$ cat config.mk
export PLATFORM = sky130hd
export DESIGN_NAME = simple_pipe_core
export DESIGN_NICKNAME = d
export VERILOG_FILES = /design/src/rtl/simple_pipe_pkg.sv /design/src/rtl/simple_pipe_alu.sv /design/src/rtl/simple_pipe_core.sv
export SDC_FILE = /design/constraint.sdc
export NUM_CORES = 1
export LEC_CHECK = 0
export BUFFER_PORTS_ARGS = -buffer_cell sky130_fd_sc_hd__buf_2
export CORE_AREA = 4 4 93 95
export CTS_CLUSTER_DIAMETER = 60
export DETAILED_ROUTE_END_ITERATION = 10
export DIE_AREA = 0 0 97 99
export HOLD_SLACK_MARGIN = 0.08
export PLACE_DENSITY = 0.88
export SETUP_SLACK_MARGIN = 0.4
export SLEW_MARGIN = 10
export SYNTH_ARGS = -nofsm -noshare
export SYNTH_HDL_FRONTEND = slang
export SYNTH_SLANG_ARGS = --single-unit
$ cat constraint.sdc
create_clock -name clk -period 4.5 [get_ports clk]
set_input_delay 0.45 -clock clk [delete_from_list [all_inputs] [get_ports clk]]
set_output_delay 0.45 -clock clk [all_outputs]
set_load 0.005 [all_outputs]
$ cat src/rtl/simple_pipe_pkg.sv
// simple_pipe_pkg: opcodes, instruction field positions and stage record shared by the simplePipe core
package simple_pipe_pkg;
    typedef enum logic [1:0] {
        OP_NOP = 2'd0,
        OP_ADD = 2'd1,
        OP_SUB = 2'd2,
        OP_AND = 2'd3
    } op_e;
    localparam int OP_HI  = 7;
    localparam int OP_LO  = 6;
    localparam int RS1_HI = 5;
    localparam int RS1_LO = 4;
    localparam int RS2_HI = 3;
    localparam int RS2_LO = 2;
    localparam int RD_HI  = 1;
    localparam int RD_LO  = 0;
    // Width-independent part of a stage record; data fields are added where DW is known.
    typedef struct packed {
        logic       valid;
        op_e        op;
        logic [1:0] rd;
    } stage_t;
endpackage

$ cat src/rtl/simple_pipe_alu.sv
// simple_pipe_alu: combinational op x a x b -> result, matching the ILA single-step semantics
module simple_pipe_alu
    import simple_pipe_pkg::*;
#(
    parameter int DW = 8
) (
    input  op_e           op,
    input  logic [DW-1:0] a,
    input  logic [DW-1:0] b,
    output logic [DW-1:0] y
);
    always_comb begin
        y = op == OP_ADD ? a + b :
            op == OP_SUB ? a - b :
            op == OP_AND ? a & b : '0;
    end
endmodule

$ cat src/rtl/simple_pipe_core.sv
// simple_pipe_core: ID/EX/WB/RF-write pipeline for the simplePipe ISA with full forwarding and a commit trace
module simple_pipe_core
    import simple_pipe_pkg::*;
#(
    parameter int            DW      = 8,
    parameter logic [DW-1:0] R0_INIT = '0,
    parameter logic [DW-1:0] R1_INIT = '0,
    parameter logic [DW-1:0] R2_INIT = '0,
    parameter logic [DW-1:0] R3_INIT = '0
) (
    input  logic          clk,
    input  logic          rst,
    input  logic          inst_valid,
    input  logic [7:0]    inst,
    output logic [DW-1:0] r0,
    output logic [DW-1:0] r1,
    output logic [DW-1:0] r2,
    output logic [DW-1:0] r3,
    output logic          commit_valid,
    output logic [1:0]    commit_rd,
    output logic [DW-1:0] commit_data,
    output logic [7:0]    retire_cnt
);
    typedef struct packed {
        stage_t        ctl;
        logic [DW-1:0] a;
        logic [DW-1:0] b;
    } ex_t;
    typedef struct packed {
        logic          valid;
        logic [1:0]    rd;
        logic [DW-1:0] res;
    } wb_t;

    localparam logic [DW-1:0] RF_INIT [4] = '{R0_INIT, R1_INIT, R2_INIT, R3_INIT};

    logic          id_valid_q, id_valid_d;
    logic [7:0]    id_inst_q, id_inst_d;
    ex_t           ex_q, ex_d;
    wb_t           wb_q, wb_d;
    logic [DW-1:0] ex_res;
    logic [DW-1:0] rf_q [4];
    logic [DW-1:0] rf_d [4];
    logic          commit_valid_q, commit_valid_d;
    logic [1:0]    commit_rd_q, commit_rd_d;
    logic [DW-1:0] commit_data_q, commit_data_d;
    logic [7:0]    retire_cnt_q, retire_cnt_d;

    simple_pipe_alu #(.DW(DW)) u_alu (
        .op(ex_q.ctl.op),
        .a (ex_q.a),
        .b (ex_q.b),
        .y (ex_res)
    );

    // Youngest producer wins: EX result, then WB result, then the register file.
    function automatic logic [DW-1:0] fwd(input logic [1:0] rs);
        return (ex_q.ctl.valid && ex_q.ctl.rd == rs) ? ex_res :
               (wb_q.valid && wb_q.rd == rs) ? wb_q.res : rf_q[rs];
    endfunction

    always_comb begin
        id_valid_d = inst_valid && inst[OP_HI:OP_LO] != OP_NOP;
        id_inst_d = inst;
        ex_d.ctl.valid = id_valid_q;
        ex_d.ctl.op = op_e'(id_inst_q[OP_HI:OP_LO]);
        ex_d.ctl.rd = id_inst_q[RD_HI:RD_LO];
        ex_d.a = fwd(id_inst_q[RS1_HI:RS1_LO]);
        ex_d.b = fwd(id_inst_q[RS2_HI:RS2_LO]);
        wb_d.valid = ex_q.ctl.valid;
        wb_d.rd = ex_q.ctl.rd;
        wb_d.res = ex_res;
        rf_d = rf_q;
        if (wb_q.valid) rf_d[wb_q.rd] = wb_q.res;
        commit_valid_d = wb_q.valid;
        commit_rd_d = wb_q.valid ? wb_q.rd : commit_rd_q;
        commit_data_d = wb_q.valid ? wb_q.res : commit_data_q;
        retire_cnt_d = (wb_q.valid && retire_cnt_q != 8'hFF) ? retire_cnt_q + 8'd1 : retire_cnt_q;
    end

    always_ff @(posedge clk) begin
        id_valid_q <= rst ? 1'b0 : id_valid_d;
        id_inst_q <= id_inst_d;
        ex_q <= rst ? '0 : ex_d;
        wb_q <= rst ? '0 : wb_d;
        for (int i = 0; i < 4; i++) rf_q[i] <= rst ? RF_INIT[i] : rf_d[i];
        commit_valid_q <= rst ? 1'b0 : commit_valid_d;
        commit_rd_q <= rst ? 2'd0 : commit_rd_d;
        commit_data_q <= rst ? '0 : commit_data_d;
        retire_cnt_q <= rst ? 8'd0 : retire_cnt_d;
    end

    assign r0 = rf_q[0];
    assign r1 = rf_q[1];
    assign r2 = rf_q[2];
    assign r3 = rf_q[3];
    assign commit_valid = commit_valid_q;
    assign commit_rd = commit_rd_q;
    assign commit_data = commit_data_q;
    assign retire_cnt = retire_cnt_q;
endmodule

==> impl_metrics.yaml <==
final_layout:
  nets: 547
  n_antenna_cell: 0
  final_common_cell: "dfxtp_1"
  stdcell_count: 624
  layout_common_cells: "92 x dfxtp_1, 69 x nor2_1, 61 x buf_2"
  fin_area_sq_um: 5210
  area_delta_synth_final_pct: 10.4
  drive_gt1_share_pct: 23.8
global_routing:
  grt_remaining_overflow: 0
  grt_pass1_vias: 3736
  gr-usage-all-layers_pct: 23.4
  grt_max_degree: 56
  antenna_found_initial: 0
  grt_first_pass_wirelength_mm: 18.5
floorplanning:
  core_sq_um: 7730
  die_y_um: 99
  start_util_pct: 61.1
  dieArea_sq_um: 9600
  io_pins: 62
  dieWidth_um: 97
  num_rows: 32
drt:
  routed_wl_mm: 11.0
  vias_per_cell: 5.95
  dr.first_iter.drc_count: 171
  antenna_left: 0
  drc_errors: 0
  wl_per_cell_um: 17.7
  num_vias: 3715
  drt_pass1_iterations: 6
synthesis:
  synth.ff_latch_count: 92
  yosysTopAreaCell: "dfxtp_1"
  synth_edf_count: 0
  async_reset_ff_share_pct: 0
  ys.flop_type: "dfxtp_1"
  synth_cell_type_count: 63
  syn_inst: 474
  syn_nets: 504
  ys_seq_area_share_pct: 39.0
  synth_top_cell_area_share_pct: 39.0
  synth_area_sq_um: 4720
  avgSynthCellArea_sq_um: 9.96
  synthTopCellsByArea: "dfxtp_1 39%, mux2i_1 8.5%, mux4_2 7.6%"
  ys_warn_count: 0
run_status:
  status: "finished, final reports clean"
sta:
  setup_tns_ns: 0
  hold_violations: 0
  post-route-period-util_pct: 49.5
  worst_pin_slew_ns: 0.948
  drv_slew: 0
  setup_viol: 0
  max_freq_ghz: 0.449
  min_period_ns: 2.23
  rsz0062_at_grt: "no"
  slew_headroom_pct: 36.7
  fin_skew_ns: 0.0112
  setup_ws_ns: 2.27
setup_path:
  crit_fanout: 3
  worstSetupStartpointType: "flip-flop"
  cp.arrival_ns: 2.44
  end_kind: "flip-flop"
  crit_required_ns: 4.71
  crit_type: "flip-flop to flip-flop"
min_path:
  hold_path_class: "input port to flip-flop"
pwr:
  finalPower_mw: 1.52
  p_leak_nw: 2.18
  vdd_drop_max_mv: 0.287
  power.density_nw_per_um2: 292
clocking:
  htreeDepth: 3
  ctsResizeCount: 0
  path_clk_slew_ns: 0.09
  cts-root-buf: "clkbuf_8"
  cts_buffers: 9
  cts.sinks: 92
  worstSkewPairLatency_ns: 0.36
  cts_hold_buf: 0
  tritoncts: "built"
  postCtsSetupBuffers: 0
  clock_path_buffers: 2
place:
  gp_congestion: 0.797
  hpwl_mm: 7.92
  dp_cells: 608
  dpl_worst_slack_ns: 2.34
  port_buffers: 61
  placed_area_sq_um: 4990
run:
  maxCapViolCount: 0
## final timing paths
path / start / end / depth (start not counted) / slack (ns)
min reg2reg: id_inst_q[7] / ex_q[19] / 1 / 0.45
max reg2reg: ex_q[0] / ex_q[12] / 8 / 2.27
min: inst[0] / id_inst_q[0] / 1 / 0.18
max: ex_q[0] / ex_q[12] / 8 / 2.27
## cells in the mapped netlist, drive strengths merged (2+ instances only)
library cell / n
dfxtp: 92
nor2: 69
mux2i: 40
nand2: 26
buf: 23
a21oi: 21
ha: 17
inv: 16
mux4: 16
mux2: 15
nor2b: 15
xnor2: 12
a211oi: 11
nand3: 10
clkbuf: 8
nor3: 8
o21ai: 8
a311oi: 7
nor3b: 7
nand3b: 4
o211ai: 4
a21o: 3
and3: 3
nand2b: 3
o31ai: 3
or3: 3
and3b: 2
fa: 2
o2111ai: 2
xor2: 2
## layer usage
metal	global-route usage (%)	vias up	share of wire, %
met5	0	-	0
met4	8.10	0	1.9
met3	4.60	19	5.6
met2	42.1	123	52
met1	27.8	1801	41
li1	-	1772	-
## power breakdown
group	internal, mW	leakage, nW	total (mW)	switching (mW)
sequential	0.824	0.746	0.848	0.0237
combinational	0.0323	1.32	0.0694	0.0370
clock	0.316	0.114	0.604	0.289
total	1.17	2.18	1.52	0.349
## cell type report
cell class / instances / area, sq um
sequential: 92 / 1840
tap: 102 / 128
multi-input combinational: 335 / 2640
clock inverter: 7 / 96.3
inverter: 16 / 62.6
fill: 549 / 2520
timing repair buffer: 63 / 320
clock buffer: 9 / 124
## flip-flops by register name, indices dropped and copies added (netlist names), 2 cells and up
| name | count |
|---|---|
| commit_data | 8 |
| commit_rd | 2 |
| ex_q | 21 |
| id_inst_q | 8 |
| r0 | 8 |
| r1 | 8 |
| r2 | 8 |
| r3 | 8 |
| retire_cnt | 8 |
| wb_q | 10 |
## kinds of logic (layout without fill, tap and decap cells)
kind of cell             Yosys count  after routing  synth area share [%]
adder cells (fa/ha/maj)           19             19                  5.36
flip-flops                        92             92                  39.0
XOR/XNOR                          14             14                  2.60
multiplexers                      71             71                  19.7
AO/OA/AOI/OAI                     72             72                  11.3
AND/OR/NAND/NOR                  159            159                  16.9
buffers and inverters             47             95                  5.12
## per-stage QoR
step	utilization, %	hold WS (ns)
after floorplan	-	0.414
after global placement	64.6	0.428
after detailed placement	64.6	0.425
after CTS	67.4	0.170
after global routing	67.4	0.168
final	67.4	0.181
## worst max-delay path: stages, from the launching register on
cell	delay (ns)
dfxtp_1	0.37
ha_1	0.20
inv_1	0.07
fa_1	0.41
o21bai_1	0.20
a21oi_1	0.11
mux2i_1	0.12
a311oi_1	0.45
a211oi_1	0.15
No activity file was read; power rests on OpenSTA's default activity.
